$ cat config.mk
export PLATFORM = sky130hd
export DESIGN_NAME = log_writer_in_ctrl_flat
export DESIGN_NICKNAME = d
export VERILOG_FILES = /design/src/rtl/log_pkg.sv /design/src/rtl/log_writer_in_ctrl_if.sv /design/src/rtl/log_writer_in_ctrl.sv /design/src/flat_wrapper.sv
export SDC_FILE = /design/constraint.sdc
export NUM_CORES = 1
export LEC_CHECK = 0
export CORE_UTILIZATION = 40
export DETAILED_ROUTE_END_ITERATION = 8
export DONT_BUFFER_PORTS = 1
export PLACE_DENSITY = 0.64
export SKIP_LAST_GASP = 1
export SLEW_MARGIN = 20
export SYNTH_ARGS = -nofsm -noshare
export SYNTH_HDL_FRONTEND = slang
export SYNTH_SLANG_ARGS = --single-unit
$ cat constraint.sdc
create_clock -name clk -period 2.32 [get_ports clk]
set_input_delay 0.116 -clock clk [delete_from_list [all_inputs] [get_ports clk]]
set_output_delay 0.116 -clock clk [all_outputs]
set_load 0.005 [all_outputs]
$ cat src/rtl/log_pkg.sv
// Shared log addressing package: default widths and writer FSM states.
// Used by both the writer input control and the reader output control.
package log_pkg;

  localparam int LOG_ENTRY_ADDR_W = 10;
  localparam int LINE_CNT_W       = 8;

  typedef enum logic [2:0] {
    IDLE = 3'd0,
    HDR  = 3'd1,
    DATA = 3'd2,
    DROP = 3'd3,
    DONE = 3'd4
  } log_writer_state_e;

endpackage

$ cat src/rtl/log_writer_in_ctrl_if.sv
// Handshake bundle for the log writer input control.
// master: network/parse source + log memory (drives requests and write ready).
// slave : the writer control block.
interface log_writer_in_ctrl_if #(
  parameter int LOG_ENTRY_ADDR_W = log_pkg::LOG_ENTRY_ADDR_W,
  parameter int LINE_CNT_W       = log_pkg::LINE_CNT_W
);
  logic                        start_req_val;
  logic [LOG_ENTRY_ADDR_W-1:0] start_req_addr;
  logic                        start_req_rdy;
  logic                        src_writer_hdr_val;
  logic [LINE_CNT_W-1:0]       src_writer_hdr_lines_m1;
  logic                        src_writer_hdr_last_entry;
  logic                        writer_src_hdr_rdy;
  logic                        src_writer_data_val;
  logic                        src_writer_data_last;
  logic                        writer_src_data_rdy;
  logic                        out_log_wr_val;
  logic                        out_log_wr_last;
  logic                        log_out_wr_rdy;
  logic [LOG_ENTRY_ADDR_W-1:0] out_entry_addr;
  logic [LINE_CNT_W-1:0]       out_line_offset;
  logic                        batch_done;
  logic                        entry_len_err;

  modport master (
    output start_req_val, start_req_addr,
    output src_writer_hdr_val, src_writer_hdr_lines_m1, src_writer_hdr_last_entry,
    output src_writer_data_val, src_writer_data_last, log_out_wr_rdy,
    input  start_req_rdy, writer_src_hdr_rdy, writer_src_data_rdy,
    input  out_log_wr_val, out_log_wr_last, out_entry_addr, out_line_offset,
    input  batch_done, entry_len_err
  );

  modport slave (
    input  start_req_val, start_req_addr,
    input  src_writer_hdr_val, src_writer_hdr_lines_m1, src_writer_hdr_last_entry,
    input  src_writer_data_val, src_writer_data_last, log_out_wr_rdy,
    output start_req_rdy, writer_src_hdr_rdy, writer_src_data_rdy,
    output out_log_wr_val, out_log_wr_last, out_entry_addr, out_line_offset,
    output batch_done, entry_len_err
  );
endinterface

$ cat src/rtl/log_writer_in_ctrl.sv
// Log writer input control: takes a batch start address, then per-entry
// headers and data lines, and passes lines straight through to log memory
// tagged with entry address and line offset.
// Build option LOG_WRITER_LEN_CHECK_EN: enforce header line counts, drop
// excess lines and pulse entry_len_err on any length mismatch.
module log_writer_in_ctrl #(
  parameter int LOG_ENTRY_ADDR_W = log_pkg::LOG_ENTRY_ADDR_W,
  parameter int LINE_CNT_W       = log_pkg::LINE_CNT_W
) (
  input logic                 clk,
  input logic                 rst_n,
  log_writer_in_ctrl_if.slave bus
);
  import log_pkg::*;

  log_writer_state_e           r_state, w_state_nxt;
  logic [LOG_ENTRY_ADDR_W-1:0] r_entry_addr, w_entry_addr_nxt;
  logic [LINE_CNT_W-1:0]       r_line_offset, w_line_offset_nxt;
  logic                        r_last_entry;
  logic                        r_batch_done;
  logic                        w_data_hs;
  logic                        w_eoe;

`ifdef LOG_WRITER_LEN_CHECK_EN
  logic [LINE_CNT_W-1:0] r_lines_m1;
  logic                  r_len_err, w_len_err_nxt;
  logic                  w_cnt_end;

  // Entry ends on the source's last flag or when the header count is reached.
  assign w_cnt_end = (r_line_offset == r_lines_m1);
  assign w_eoe     = bus.src_writer_data_last | w_cnt_end;
`else
  assign w_eoe = bus.src_writer_data_last;
`endif

  assign w_data_hs = bus.src_writer_data_val & bus.log_out_wr_rdy;

  // Next-state, counter updates and handshake outputs.
  always_comb begin
    w_state_nxt             = r_state;
    w_entry_addr_nxt        = r_entry_addr;
    w_line_offset_nxt       = r_line_offset;
    bus.start_req_rdy       = 1'b0;
    bus.writer_src_hdr_rdy  = 1'b0;
    bus.writer_src_data_rdy = 1'b0;
    bus.out_log_wr_val      = 1'b0;
    bus.out_log_wr_last     = 1'b0;
`ifdef LOG_WRITER_LEN_CHECK_EN
    w_len_err_nxt           = 1'b0;
`endif
    case (r_state)
      IDLE: begin
        bus.start_req_rdy = 1'b1;
        if (bus.start_req_val) begin
          w_entry_addr_nxt = bus.start_req_addr;
          w_state_nxt      = HDR;
        end
      end
      HDR: begin
        bus.writer_src_hdr_rdy = 1'b1;
        if (bus.src_writer_hdr_val) begin
          w_line_offset_nxt = '0;
          w_state_nxt       = DATA;
        end
      end
      DATA: begin
        // Zero-latency pass-through; memory backpressure goes straight upstream.
        bus.out_log_wr_val      = bus.src_writer_data_val;
        bus.writer_src_data_rdy = bus.log_out_wr_rdy;
        bus.out_log_wr_last     = w_eoe;
        if (w_data_hs) begin
          if (w_eoe) begin
            w_entry_addr_nxt  = r_entry_addr + 1'b1;
            w_line_offset_nxt = '0;
            w_state_nxt       = r_last_entry ? DONE : HDR;
`ifdef LOG_WRITER_LEN_CHECK_EN
            if (!bus.src_writer_data_last) begin
              // Source has more lines than advertised: swallow the rest.
              w_len_err_nxt = 1'b1;
              w_state_nxt   = DROP;
            end else if (!w_cnt_end) begin
              w_len_err_nxt = 1'b1;
            end
`endif
          end else begin
            w_line_offset_nxt = r_line_offset + 1'b1;
          end
        end
      end
`ifdef LOG_WRITER_LEN_CHECK_EN
      DROP: begin
        bus.writer_src_data_rdy = 1'b1;
        if (bus.src_writer_data_val && bus.src_writer_data_last)
          w_state_nxt = r_last_entry ? DONE : HDR;
      end
`endif
      DONE: w_state_nxt = IDLE;
      default: w_state_nxt = IDLE;
    endcase
  end

  // State, address/offset counters, header latch and done pulse.
  always_ff @(posedge clk or negedge rst_n) begin
    if (!rst_n) begin
      r_state       <= IDLE;
      r_entry_addr  <= '0;
      r_line_offset <= '0;
      r_last_entry  <= 1'b0;
      r_batch_done  <= 1'b0;
    end else begin
      r_state       <= w_state_nxt;
      r_entry_addr  <= w_entry_addr_nxt;
      r_line_offset <= w_line_offset_nxt;
      r_batch_done  <= (w_state_nxt == DONE);
      if (r_state == HDR && bus.src_writer_hdr_val)
        r_last_entry <= bus.src_writer_hdr_last_entry;
    end
  end

`ifdef LOG_WRITER_LEN_CHECK_EN
  // Line count latch and registered length-error pulse.
  always_ff @(posedge clk or negedge rst_n) begin
    if (!rst_n) begin
      r_lines_m1 <= '0;
      r_len_err  <= 1'b0;
    end else begin
      r_len_err <= w_len_err_nxt;
      if (r_state == HDR && bus.src_writer_hdr_val)
        r_lines_m1 <= bus.src_writer_hdr_lines_m1;
    end
  end
  assign bus.entry_len_err = r_len_err;
`else
  assign bus.entry_len_err = 1'b0;
`endif

  assign bus.out_entry_addr  = r_entry_addr;
  assign bus.out_line_offset = r_line_offset;
  assign bus.batch_done      = r_batch_done;

endmodule

$ cat src/flat_wrapper.sv
// flat-port wrapper written by rule: the top's interface ports become plain ports
module log_writer_in_ctrl_flat import log_pkg::*;
#(
  parameter int LOG_ENTRY_ADDR_W = log_pkg::LOG_ENTRY_ADDR_W,
  parameter int LINE_CNT_W       = log_pkg::LINE_CNT_W
)
  (clk, rst_n, bus_start_req_val, bus_start_req_addr, bus_src_writer_hdr_val, bus_src_writer_hdr_lines_m1, bus_src_writer_hdr_last_entry, bus_src_writer_data_val, bus_src_writer_data_last, bus_log_out_wr_rdy, bus_start_req_rdy, bus_writer_src_hdr_rdy, bus_writer_src_data_rdy, bus_out_log_wr_val, bus_out_log_wr_last, bus_out_entry_addr, bus_out_line_offset, bus_batch_done, bus_entry_len_err);
  log_writer_in_ctrl_if #(.LOG_ENTRY_ADDR_W(LOG_ENTRY_ADDR_W), .LINE_CNT_W(LINE_CNT_W)) bus_i ();
  input logic clk;
  input logic rst_n;
  input wire logic [$bits(bus_i.start_req_val)-1:0] bus_start_req_val;
  input wire logic [$bits(bus_i.start_req_addr)-1:0] bus_start_req_addr;
  input wire logic [$bits(bus_i.src_writer_hdr_val)-1:0] bus_src_writer_hdr_val;
  input wire logic [$bits(bus_i.src_writer_hdr_lines_m1)-1:0] bus_src_writer_hdr_lines_m1;
  input wire logic [$bits(bus_i.src_writer_hdr_last_entry)-1:0] bus_src_writer_hdr_last_entry;
  input wire logic [$bits(bus_i.src_writer_data_val)-1:0] bus_src_writer_data_val;
  input wire logic [$bits(bus_i.src_writer_data_last)-1:0] bus_src_writer_data_last;
  input wire logic [$bits(bus_i.log_out_wr_rdy)-1:0] bus_log_out_wr_rdy;
  output wire logic [$bits(bus_i.start_req_rdy)-1:0] bus_start_req_rdy;
  output wire logic [$bits(bus_i.writer_src_hdr_rdy)-1:0] bus_writer_src_hdr_rdy;
  output wire logic [$bits(bus_i.writer_src_data_rdy)-1:0] bus_writer_src_data_rdy;
  output wire logic [$bits(bus_i.out_log_wr_val)-1:0] bus_out_log_wr_val;
  output wire logic [$bits(bus_i.out_log_wr_last)-1:0] bus_out_log_wr_last;
  output wire logic [$bits(bus_i.out_entry_addr)-1:0] bus_out_entry_addr;
  output wire logic [$bits(bus_i.out_line_offset)-1:0] bus_out_line_offset;
  output wire logic [$bits(bus_i.batch_done)-1:0] bus_batch_done;
  output wire logic [$bits(bus_i.entry_len_err)-1:0] bus_entry_len_err;
  assign bus_i.start_req_val = bus_start_req_val;
  assign bus_i.start_req_addr = bus_start_req_addr;
  assign bus_i.src_writer_hdr_val = bus_src_writer_hdr_val;
  assign bus_i.src_writer_hdr_lines_m1 = bus_src_writer_hdr_lines_m1;
  assign bus_i.src_writer_hdr_last_entry = bus_src_writer_hdr_last_entry;
  assign bus_i.src_writer_data_val = bus_src_writer_data_val;
  assign bus_i.src_writer_data_last = bus_src_writer_data_last;
  assign bus_i.log_out_wr_rdy = bus_log_out_wr_rdy;
  assign bus_start_req_rdy = bus_i.start_req_rdy;
  assign bus_writer_src_hdr_rdy = bus_i.writer_src_hdr_rdy;
  assign bus_writer_src_data_rdy = bus_i.writer_src_data_rdy;
  assign bus_out_log_wr_val = bus_i.out_log_wr_val;
  assign bus_out_log_wr_last = bus_i.out_log_wr_last;
  assign bus_out_entry_addr = bus_i.out_entry_addr;
  assign bus_out_line_offset = bus_i.out_line_offset;
  assign bus_batch_done = bus_i.batch_done;
  assign bus_entry_len_err = bus_i.entry_len_err;
  log_writer_in_ctrl #(.LOG_ENTRY_ADDR_W(LOG_ENTRY_ADDR_W), .LINE_CNT_W(LINE_CNT_W)) u_core (.clk(clk), .rst_n(rst_n), .bus(bus_i));
endmodule
==> out/metrics.cfg, run 1 <==
[final_layout]
fin_area_um2=1510
fin_util=0.482
fillCellCount=312
layout_commonest_cell=dfrtp_1
nets=191
regArea_um2=576
n_antenna_cell=0
stdcell_count=206
syn_to_final_growth_pct=12.6
multi_input_comb_area_um2=706
drive_gt1_frac=0.0864
layout_common_cells=23 x dfrtp_1, 18 x o21ai_0, 15 x a21oi_1

[synthesis]
synthCells=152
async_reset_ff_frac=1.00
netlist_area_um2=1340
synth_cell_types=45
yosys_warnings=0
ys_seq_area_frac=0.430
synthesis.nets=180
synth-main-ff-cell=dfrtp_1
synth_seq_cells=23
synth_edf_count=0
syn_area_per_cell_um2=8.82

[route]
avgRoutedWirePerCell_um=16.4
route.detailed.drc=0
first_pass_iters=4
ant_nets=0
drt_iter0_drc=98
finalWirelength_mm=3.37
via_count=1231
drt-vias-per-instance=5.98

[critical_path]
rr_startpoint=u_core.r_state[0]
criticalPathCategory=register to register
reg2reg_to=u_core.bus.out_line_offset[3]
cp_data_required_time_ns=2.57
worst_setup_path_start_kind=register
crit_fanout=10
worstPathArrival_ns=2.33
reg2reg_depth=5
rrSetupSlack_ns=0.24
endpoint_kind=register

[sta]
tightest_slew_ns=0.540
setup_viol=0
fin_crit_sh=0.897
setup_ws_ns=0.238
holdWs_ns=0.00630
max_freq_mhz=480
tns_ns=0
finalHoldViolations=0
slew_headroom=0.640
rsz0062_at_grt=no
fin_crit_ns=2.08
worst_clock_skew_ns=0.00291
slew_violations=0

[clock_network]
clk_path_buf_depth=2
clk_latency_ns=0.31
root_buffer=clkbuf_4
cts_max_level=1
cts_sinks=23
cts_tree=yes
cts_setup_buffers=0
numCtsBuffers=3
clk_pin_slew_worst_paths_ns=0.13

[die]
die_h_um=59.9
row_count=20
core_um2=3130
initial_core_util=0.428
die_w_um=59.9
die-area_um2=3590
ios=51

[placement]
dp_hpwl_mm=2.29
gp_congestion=0.830
post-place-ws_ns=0.566
place_area_um2=1380
place_inst=191
port-buffer-count=0

[outcome]
outcome=finished, final reports clean

[grt]
grt.overflow.total=0
grt_pass1_wl_mm=5.29
gr-usage-all-layers=0.198
grt_pass1_vias=1120
grt_max_degree=24
antenna_found_initial=0

[power_and_ir_drop]
power.leakage_nw=0.606
p_total_mw=1.49
p_per_area_nw_per_um2=989
ir_drop_v=0.000362

[min_path]
worstHoldStart=bus_src_writer_data_last
hp-class=primary input to register
holdPathStages=3
whs_endpoint=u_core.bus.out_line_offset[1]

[run]
maxCapViolCount=0

cell families (layout without fill, tap and decap cells):
kind of cell	Yosys count	after routing	synth area share
multiplexers	2	2	0.0159
flip-flops	23	23	0.430
adder cells (fa/ha/maj)	2	2	0.0187
AO/OA/AOI/OAI	52	52	0.236
AND/OR/NAND/NOR	61	61	0.249
other	1	1	0.00280
buffers and inverters	11	21	0.0476
worst max-delay path, cell delays in order (launching register included):
cell and delay, ns:
dfrtp_1 0.40, or3b_1 0.55, nor2_2 0.26, nand4_1 0.11
dlygate4sd3_1 0.56, o21ai_0 0.13
registers in the layout, indices dropped and copies added (netlist names):
| signal | cells |
|---|---|
| u_core.r_state | 3 |
| u_core.r_last_entry | 1 |
| u_core.bus.batch_done | 1 |
| u_core.bus.out_line_offset | 8 |
| u_core.bus.out_entry_addr | 10 |
synthesized netlist by cell type (2+ instances only):
| cell | instances | area (um^2) |
|---|---|---|
| nand2_1 | 14 | 52.6 |
| nand4_1 | 8 | 50.1 |
| a31oi_1 | 2 | 12.5 |
| nand2b_1 | 2 | 12.5 |
| o21ai_0 | 18 | 90.1 |
| buf_6 | 2 | 22.5 |
| dfrtp_1 | 23 | 576 |
| ha_1 | 2 | 25.0 |
| o32ai_1 | 2 | 17.5 |
| nor2_1 | 7 | 26.3 |
| clkbuf_1 | 3 | 11.3 |
| o2bb2ai_1 | 2 | 17.5 |
| nor3b_1 | 2 | 15.0 |
| a21oi_1 | 15 | 75.1 |
| buf_2 | 3 | 15.0 |
| o31ai_1 | 4 | 30.0 |
| nor3_1 | 3 | 15.0 |
| and3_1 | 5 | 31.3 |
| and2_1 | 4 | 25.0 |
| nand3_1 | 6 | 30.0 |
metal layers:
layer | global-route usage | wire [um]
met3 | 0.0433 | 189
met4 | 0.0498 | 29
met2 | 0.346 | 1710
met5 | 0 | 0
met1 | 0.245 | 1440
power by group:
part / total (mW) / internal, mW / switching (mW)
Clock: 0.194 / 0.0672 / 0.127
Sequential: 0.688 / 0.519 / 0.169
Combinational: 0.611 / 0.255 / 0.356
Total: 1.49 / 0.842 / 0.651
how the worst max path moves through the flow:
stage	slack [ns]	end	from
6_report	0.24	u_core.bus.out_line_offset[3]	u_core.r_state[0]
5_1_grt	0.06	u_core.bus.out_line_offset[3]	u_core.r_state[0]
4_1_cts	0.25	u_core.bus.out_line_offset[3]	u_core.r_state[0]
3_3_place_gp	0.57	u_core.bus.out_entry_addr[9]	u_core.r_state[0]
2_1_floorplan	0.57	u_core.bus.out_entry_addr[9]	u_core.r_state[2]
3_5_place_dp	0.57	u_core.bus.out_entry_addr[9]	u_core.r_state[0]
final cells by class:
cell class | instances | area share
clock buffers | 4 | 0.0174
inverters | 1 | 0.00249
multi-input cells | 118 | 0.468
flip-flops and latches | 23 | 0.381
well taps | 44 | 0.0365
repair buffers | 16 | 0.0945
timing repair:
| action | in CTS | in global routing |
|---|---|---|
| resized for setup | 0 | 0 |
| endpoints found under the setup margin | 0 | 0 |
| hold buffers | 9 | 2 |
| endpoints found under the hold margin | 31 | 24 |
Power figures use the tool's default switching activity.
==> inputs of run 2 (changes only) <==
--- a/config.mk
+++ b/config.mk
@@ -6,4 +6,5 @@
 export NUM_CORES = 1
 export LEC_CHECK = 0
+export CORE_ASPECT_RATIO = 0.8
 export CORE_UTILIZATION = 40
 export DETAILED_ROUTE_END_ITERATION = 8
==> constraint.sdc (replaced) <==
create_clock -name clk -period 2.32 [get_ports clk]
set_input_delay 0.116 -clock clk [delete_from_list [all_inputs] [get_ports clk]]
set_output_delay 0.116 -clock clk [all_outputs]
set_load 0.01 [all_outputs]
==> out/metrics.cfg, run 2 (synthesis results as in run 1) <==
[outcome]
outcome=finished, final reports clean

[power_and_ir_drop]
internal_power_mw=0.899  ; +6.9%
pwr-share-comb=0.393  ; -0.016
switchingPower_mw=0.725  ; +11%
power.leakage_nw=0.597  ; -1.5%
switching_share=0.446  ; +0.00988
ir_drop_v=0.000495  ; +37%
p_per_area_nw_per_um2=1100  ; +12%
p_clk_frac=0.161  ; +0.031
p_total_mw=1.62  ; +8.8%
power_frac_seq=0.446  ; -0.015

[final_layout]
fin_area_um2=1470  ; -2.6%
drive_gt1_frac=0.0955  ; +0.00912
layout_commonest_cell=dfrtp_1
syn_to_final_growth_pct=9.71
n_antenna_cell=0  ; unchanged
layout_common_cells=23 x dfrtp_1, 18 x o21ai_0, 15 x a21oi_1
nets=186  ; -2.6%
largest_register_ffs=10  ; unchanged

[critical_path]
cp_data_required_time_ns=2.48  ; -0.09 ns
worst_setup_path_start_kind=register
cp_slowest_cell=or4_1
cp_cell_sequence=or3b_1 > or4_1 > o21ai_1 > a21oi_1
cp_slowest_stage_delay_ns=0.57  ; about the same
worstPathArrival_ns=1.96  ; -0.37 ns
worst-path-buf-inv=0  ; -1
crit_fanout=10  ; unchanged
endpoint_kind=register
path_delay_family=simple AND/OR/NAND/NOR gates
criticalPathCategory=register to register

[grt]
grt_pass1_wl_mm=5.46  ; +3.3%
grt.overflow.total=0  ; unchanged
gr-usage-all-layers=0.208  ; +0.00980
antenna_found_initial=0  ; unchanged
grt_pass1_vias=1102  ; -1.6%
grt_max_degree=24  ; unchanged

[clock_network]
cts_tree=yes
clk_path_buf_depth=2  ; unchanged
cts_sinks=23  ; unchanged
root_buffer=clkbuf_8
cts_max_level=1  ; unchanged
cts_setup_buffers=0  ; unchanged
clk_pin_slew_worst_paths_ns=0.09  ; -0.04 ns
hold_buffers=3  ; -6
numCtsBuffers=3  ; unchanged
clk_latency_ns=0.27  ; -0.04 ns
ctsResizeCount=0  ; unchanged

[die]
die_h_um=53.8  ; -10%
initial_core_util=0.428  ; about the same
die_w_um=66.7  ; +11%
ios=51  ; unchanged
die-area_um2=3590  ; about the same
row_count=18  ; -10%
core_um2=3130  ; about the same

[run]
maxCapViolCount=0  ; unchanged

[route]
met2_length_mm=1.47  ; -14%
finalWirelength_mm=3.49  ; +3.5%
drt-vias-per-instance=6.21  ; +3.9%
avgRoutedWirePerCell_um=17.7  ; +8.3%
dr_wl_met3_um=286  ; +51%
drt_iter0_drc=53  ; -46%
drt-met1-wl_mm=1.71  ; +19%
ant_nets=0  ; unchanged
top_layer=met4
via_count=1223  ; -0.65%
route.detailed.drc=0  ; unchanged
first_pass_iters=4  ; unchanged

[sta]
slew_violations=0  ; unchanged
tns_ns=0  ; unchanged
fin_crit_ns=1.80  ; -0.284 ns
fin_crit_sh=0.775  ; -0.122
setup_viol=0  ; unchanged
rsz0062_at_grt=no
slew_headroom=0.637  ; -0.00317
worst_clock_skew_ns=0.00539  ; +0.00248 ns
max_freq_mhz=556  ; +16%
tightest_slew_ns=0.545  ; +0.00475 ns
finalHoldViolations=0  ; unchanged

[placement]
gp_congestion=0.803  ; -3.3%
place_area_um2=1380  ; +0.18%
dp_hpwl_mm=2.43  ; +6.1%
port-buffer-count=0  ; unchanged

[min_path]
hp-class=primary input to register

run 2: worst paths after layout:
path                                          from                            end  slack (ns)  depth (start not counted)
hold reg to reg                u_core.r_last_entry              u_core.r_state[0]        0.54                          1
min in group asynchronous                    rst_n  u_core.bus.out_line_offset[4]        0.36                          2
hold / removal             bus_src_writer_data_val  u_core.bus.out_line_offset[4]       0.004                          2
setup / recovery                 u_core.r_state[0]   u_core.bus.out_entry_addr[9]        0.52                          4
setup reg to reg                 u_core.r_state[0]   u_core.bus.out_entry_addr[9]        0.52                          4
max in group asynchronous                    rst_n              u_core.r_state[2]        1.60                          2
run 2: final cells by class:
| type | instances | area [um^2] |
|---|---|---|
| Fill cell | 313 | 1660 |
| Clock buffer | 4 | 45.0 |
| Sequential cell | 23 | 576 |
| Multi-Input combinational cell | 118 | 706 |
| Tap cell | 40 | 50.0 |
| Timing Repair Buffer | 11 | 90.1 |
| Inverter | 1 | 3.75 |
run 2: power by group through the flow:
stage,registers [mW],clock network (mW),logic [mW]
after detailed placement,0.727,0,0.615
after global placement,0.723,0,0.592
final,0.725,0.261,0.639
after floorplan,0.686,0,0.487
after CTS,0.721,0.263,0.632
after global routing,0.748,0.280,0.716
run 2: stage by stage:
stage	std cells	util	hold WS, ns	setup slack [ns]
floorplan	152	-	-0.180	0.567
global placement	188	0.441	-0.179	0.562
detailed placement	188	0.441	-0.179	0.528
CTS	195	0.465	0.0000853	0.519
global route	197	0.470	0.00129	0.441
finish	197	0.470	0.00404	0.522
run 2: layer usage:
| layer | track usage | vias to the layer above |
|---|---|---|
| met5 | 0 | - |
| met4 | 0.0496 | 0 |
| met3 | 0.0784 | 4 |
| met2 | 0.279 | 42 |
| met1 | 0.307 | 601 |
| li1 | - | 576 |
run 2: worst reg2reg max path: cells and delay by family (launching register included):
kind | cells | cell delay (ns)
compound gates | 2 | 0.18
flops | 1 | 0.38
simple gates | 2 | 1.13
==> inputs of run 3 (changes only) <==
Settings changed: ABC_AREA from default to 1.
Clock period 2.32 ns to 1.7 ns, I/O delays scaled along.
==> out/metrics.cfg, run 3 <==
[die]
die-area_um2=3880  ; +8.3%
core_um2=3450  ; +10%
die_w_um=69.4  ; +4.1%
ios=51  ; unchanged
row_count=19  ; +1
initial_core_util=0.422  ; -0.00592
die_h_um=55.9  ; +4.0%

[critical_path]
criticalPathCategory=register to register
cp_slowest_stage_delay_ns=0.42  ; -0.15 ns
rrSetupSlack_ns=0.25  ; -0.27 ns
rr_startpoint=u_core.r_state[0]
path_delay_family=simple AND/OR/NAND/NOR gates
crit_fanout=17  ; +7
cp_data_required_time_ns=1.86  ; -0.62 ns
worst_setup_path_start_kind=register
cp_cell_sequence=inv_2 > nand3_4 > inv_4 > nand2_4 > nand2_4 > inv_1 > nand2_1 > nand2_1
reg2reg_depth=8  ; +4
cp-endpoint=u_core.bus.out_entry_addr[8]
worstPathArrival_ns=1.61  ; -0.35 ns
endpoint_kind=register
cp_slowest_cell=dfrtp_1
worst-path-buf-inv=3  ; +3
cp_num_cells=8  ; +4
setup.worst_path.start=u_core.r_state[0]
reg2reg_to=u_core.bus.out_entry_addr[8]

[synthesis]
ys_seq_area_frac=0.396  ; -0.0340
syn_area_per_cell_um2=7.20  ; -18%
synthesis.nets=230  ; +28%
synth.top_cells.by_count=71 x nand2_1, 23 x dfrtp_1, 20 x inv_1, 20 x nand3_1, 17 x nor2_1
synth_top_family_by_area=simple AND/OR/NAND/NOR gates
synth_compound_area_frac=0.0782  ; -0.158
synthCells=202  ; +33%
synth_seq_cells=23  ; unchanged
synth_cell_types=27  ; -40%
yosys.cell_count.top_type=nand2_1
yosysTopAreaCell=dfrtp_1
synth-main-ff-cell=dfrtp_1
async_reset_ff_frac=1.00  ; unchanged
synth_xor_area_frac=0.0181  ; +0.0181
synth.area.mux_share=0  ; -0.0159
yosys_warnings=0  ; unchanged
synth_edf_count=0  ; unchanged
netlist_area_um2=1460  ; +8.6%
synth.top_cell.area_share=0.396  ; -0.0340
yosys-top-cells-area=dfrtp_1 40%, nand2_1 18%, nand3_1 6.9%
synthSimpleGateAreaFrac=0.402  ; +0.152
synthAdderAreaFrac=0.0172  ; -0.00148

[final_layout]
largest_register_ffs=10  ; unchanged
nets=236  ; +27%
drive_gt1_frac=0.111  ; +0.0156
n_antenna_cell=0  ; unchanged
syn_to_final_growth_pct=8.60
multi_input_comb_area_um2=756  ; +7.1%
layout_common_cells=71 x nand2_1, 23 x dfrtp_1, 20 x inv_1, 20 x nand3_1, 16 x nor2_1
fillCellCount=350  ; +12%
layout_commonest_cell=nand2_1
regArea_um2=576  ; unchanged

[grt]
gr-usage-all-layers=0.177  ; -0.0306
grt.overflow.total=0  ; unchanged
grt_pass1_wl_mm=5.35  ; -2.1%
antenna_found_initial=0  ; unchanged
grt_pass1_vias=1139  ; +3.4%
grt_max_degree=24  ; unchanged

[route]
ant_nets=0  ; unchanged
route.detailed.drc=0  ; unchanged
via_count=1225  ; +0.16%
finalWirelength_mm=3.13  ; -10%
drt_iter0_drc=80  ; +51%
first_pass_iters=4  ; unchanged
drt-vias-per-instance=4.92  ; -21%
avgRoutedWirePerCell_um=12.6  ; -29%

[placement]
post-place-ws_ns=0.227  ; -0.301 ns
dp_hpwl_mm=2.33  ; -3.9%
port-buffer-count=0  ; unchanged
gp_congestion=0.802  ; -0.11%

[power_and_ir_drop]
ir_drop_v=0.000699  ; +41%
p_per_area_nw_per_um2=1490  ; +35%
p_total_mw=2.36  ; +45%
power.leakage_nw=0.790  ; +32%

[sta]
setup_ws_ns=0.253  ; -0.269 ns
slew_violations=0  ; unchanged
finalHoldViolations=0  ; unchanged
max_freq_mhz=691  ; +24%
worst_clock_skew_ns=0.0109  ; +0.00549 ns
setup_viol=0  ; unchanged
fin_crit_ns=1.45  ; -0.351 ns
fin_crit_sh=0.851  ; +0.0762
rsz0062_at_grt=no
tns_ns=0  ; unchanged

[clock_network]
clk_pin_slew_worst_paths_ns=0.09  ; about the same
cts_setup_buffers=0  ; unchanged
cts_sinks=23  ; unchanged
clk_path_buf_depth=2  ; unchanged
cts_max_level=1  ; unchanged
clk_latency_ns=0.27  ; about the same
cts_tree=yes
numCtsBuffers=3  ; unchanged
root_buffer=clkbuf_8

[outcome]
outcome=finished, final reports clean

[run]
maxCapViolCount=0  ; unchanged

[min_path]
hp-class=primary input to register

==> run 3: changes by cell type in the layout (fill, tap and decap cells not counted), sizes merged, moves of 5 or more <==
cell / previous run / this run
nand2: 14 / 73
inv: 1 / 24
and3: 5 / 0
and2: 5 / 0
o21a: 0 / 6
nor2: 8 / 20
a21oi: 15 / 1
nand3: 6 / 21
o21ai: 19 / 9
==> run 3: how the worst min path moves through the flow <==
| stage | startpoint | endpoint | slack [ns] | depth (start not counted) |
|---|---|---|---|---|
| detailed placement | rst_n | u_core.bus.out_line_offset[6] | -0.21 | 0 |
| global placement | rst_n | u_core.bus.out_line_offset[6] | -0.21 | 0 |
| CTS | bus_start_req_addr[3] | u_core.bus.out_entry_addr[3] | 0.01 | 4 |
| global route | bus_src_writer_hdr_val | u_core.r_state[1] | 0.02 | 2 |
| floorplan | rst_n | u_core.bus.batch_done | -0.21 | 0 |
| finish | bus_start_req_addr[3] | u_core.bus.out_entry_addr[3] | 0.02 | 4 |
==> run 3: kinds of logic (layout without fill, tap and decap cells) <==
group / after synthesis / in the layout
AND/OR/NAND/NOR: 128 / 128
flip-flops: 23 / 23
AO/OA/AOI/OAI: 17 / 17
other: 1 / 1
XOR/XNOR: 3 / 3
buffers and inverters: 28 / 33
adder cells (fa/ha/maj): 2 / 2
==> run 3: final cells by class <==
class,instances,area share
clock buffer,3,0.0261
clock inverter,1,0.00317
inverter,24,0.0602
multi-input combinational,151,0.478
sequential,23,0.364
tap,42,0.0333
timing repair buffer,5,0.0348
==> run 3: what timing repair did <==
action | 4_1_cts | 5_1_grt
setup endpoints to repair | 0 | 1
endpoints found under the hold margin | 24 | 0
hold buffers | 3 | 0
resized for setup | 0 | 1
==> run 3: worst register-to-register path, delay by kind of cell, from the launching register on <==
family,cells,cell delay (ns)
and+or+nand+nor,5,0.46
buffers and inverters,3,0.45
DFF,1,0.42
==> run 3: where the power goes <==
group	total (mW)	switching (mW)	internal, mW
Clock	0.348	0.184	0.164
Sequential	0.956	0.247	0.709
Combinational	1.06	0.688	0.367
Total	2.36	1.12	1.24
==> run 3: through the flow <==
step / hold slack [ns] / std cells / cell area [um^2] / util
after floorplan: -0.211 / 202 / 1460 / -
after global placement: -0.210 / 242 / 1490 / 0.433
after detailed placement: -0.210 / 242 / 1490 / 0.433
after CTS: 0.0119 / 249 / 1580 / 0.458
after global routing: 0.0211 / 249 / 1580 / 0.458
final: 0.0202 / 249 / 1580 / 0.458
==> run 3: metal layers <==
layer  track usage  share of wire  wire length (um)  up-vias
li1              -              -                 -      654
met1         0.248           0.52              1640      535
met2         0.262           0.41              1300       32
met3        0.0598          0.055               172        4
met4        0.0437         0.0083                26        0
met5             0              0                 0        -
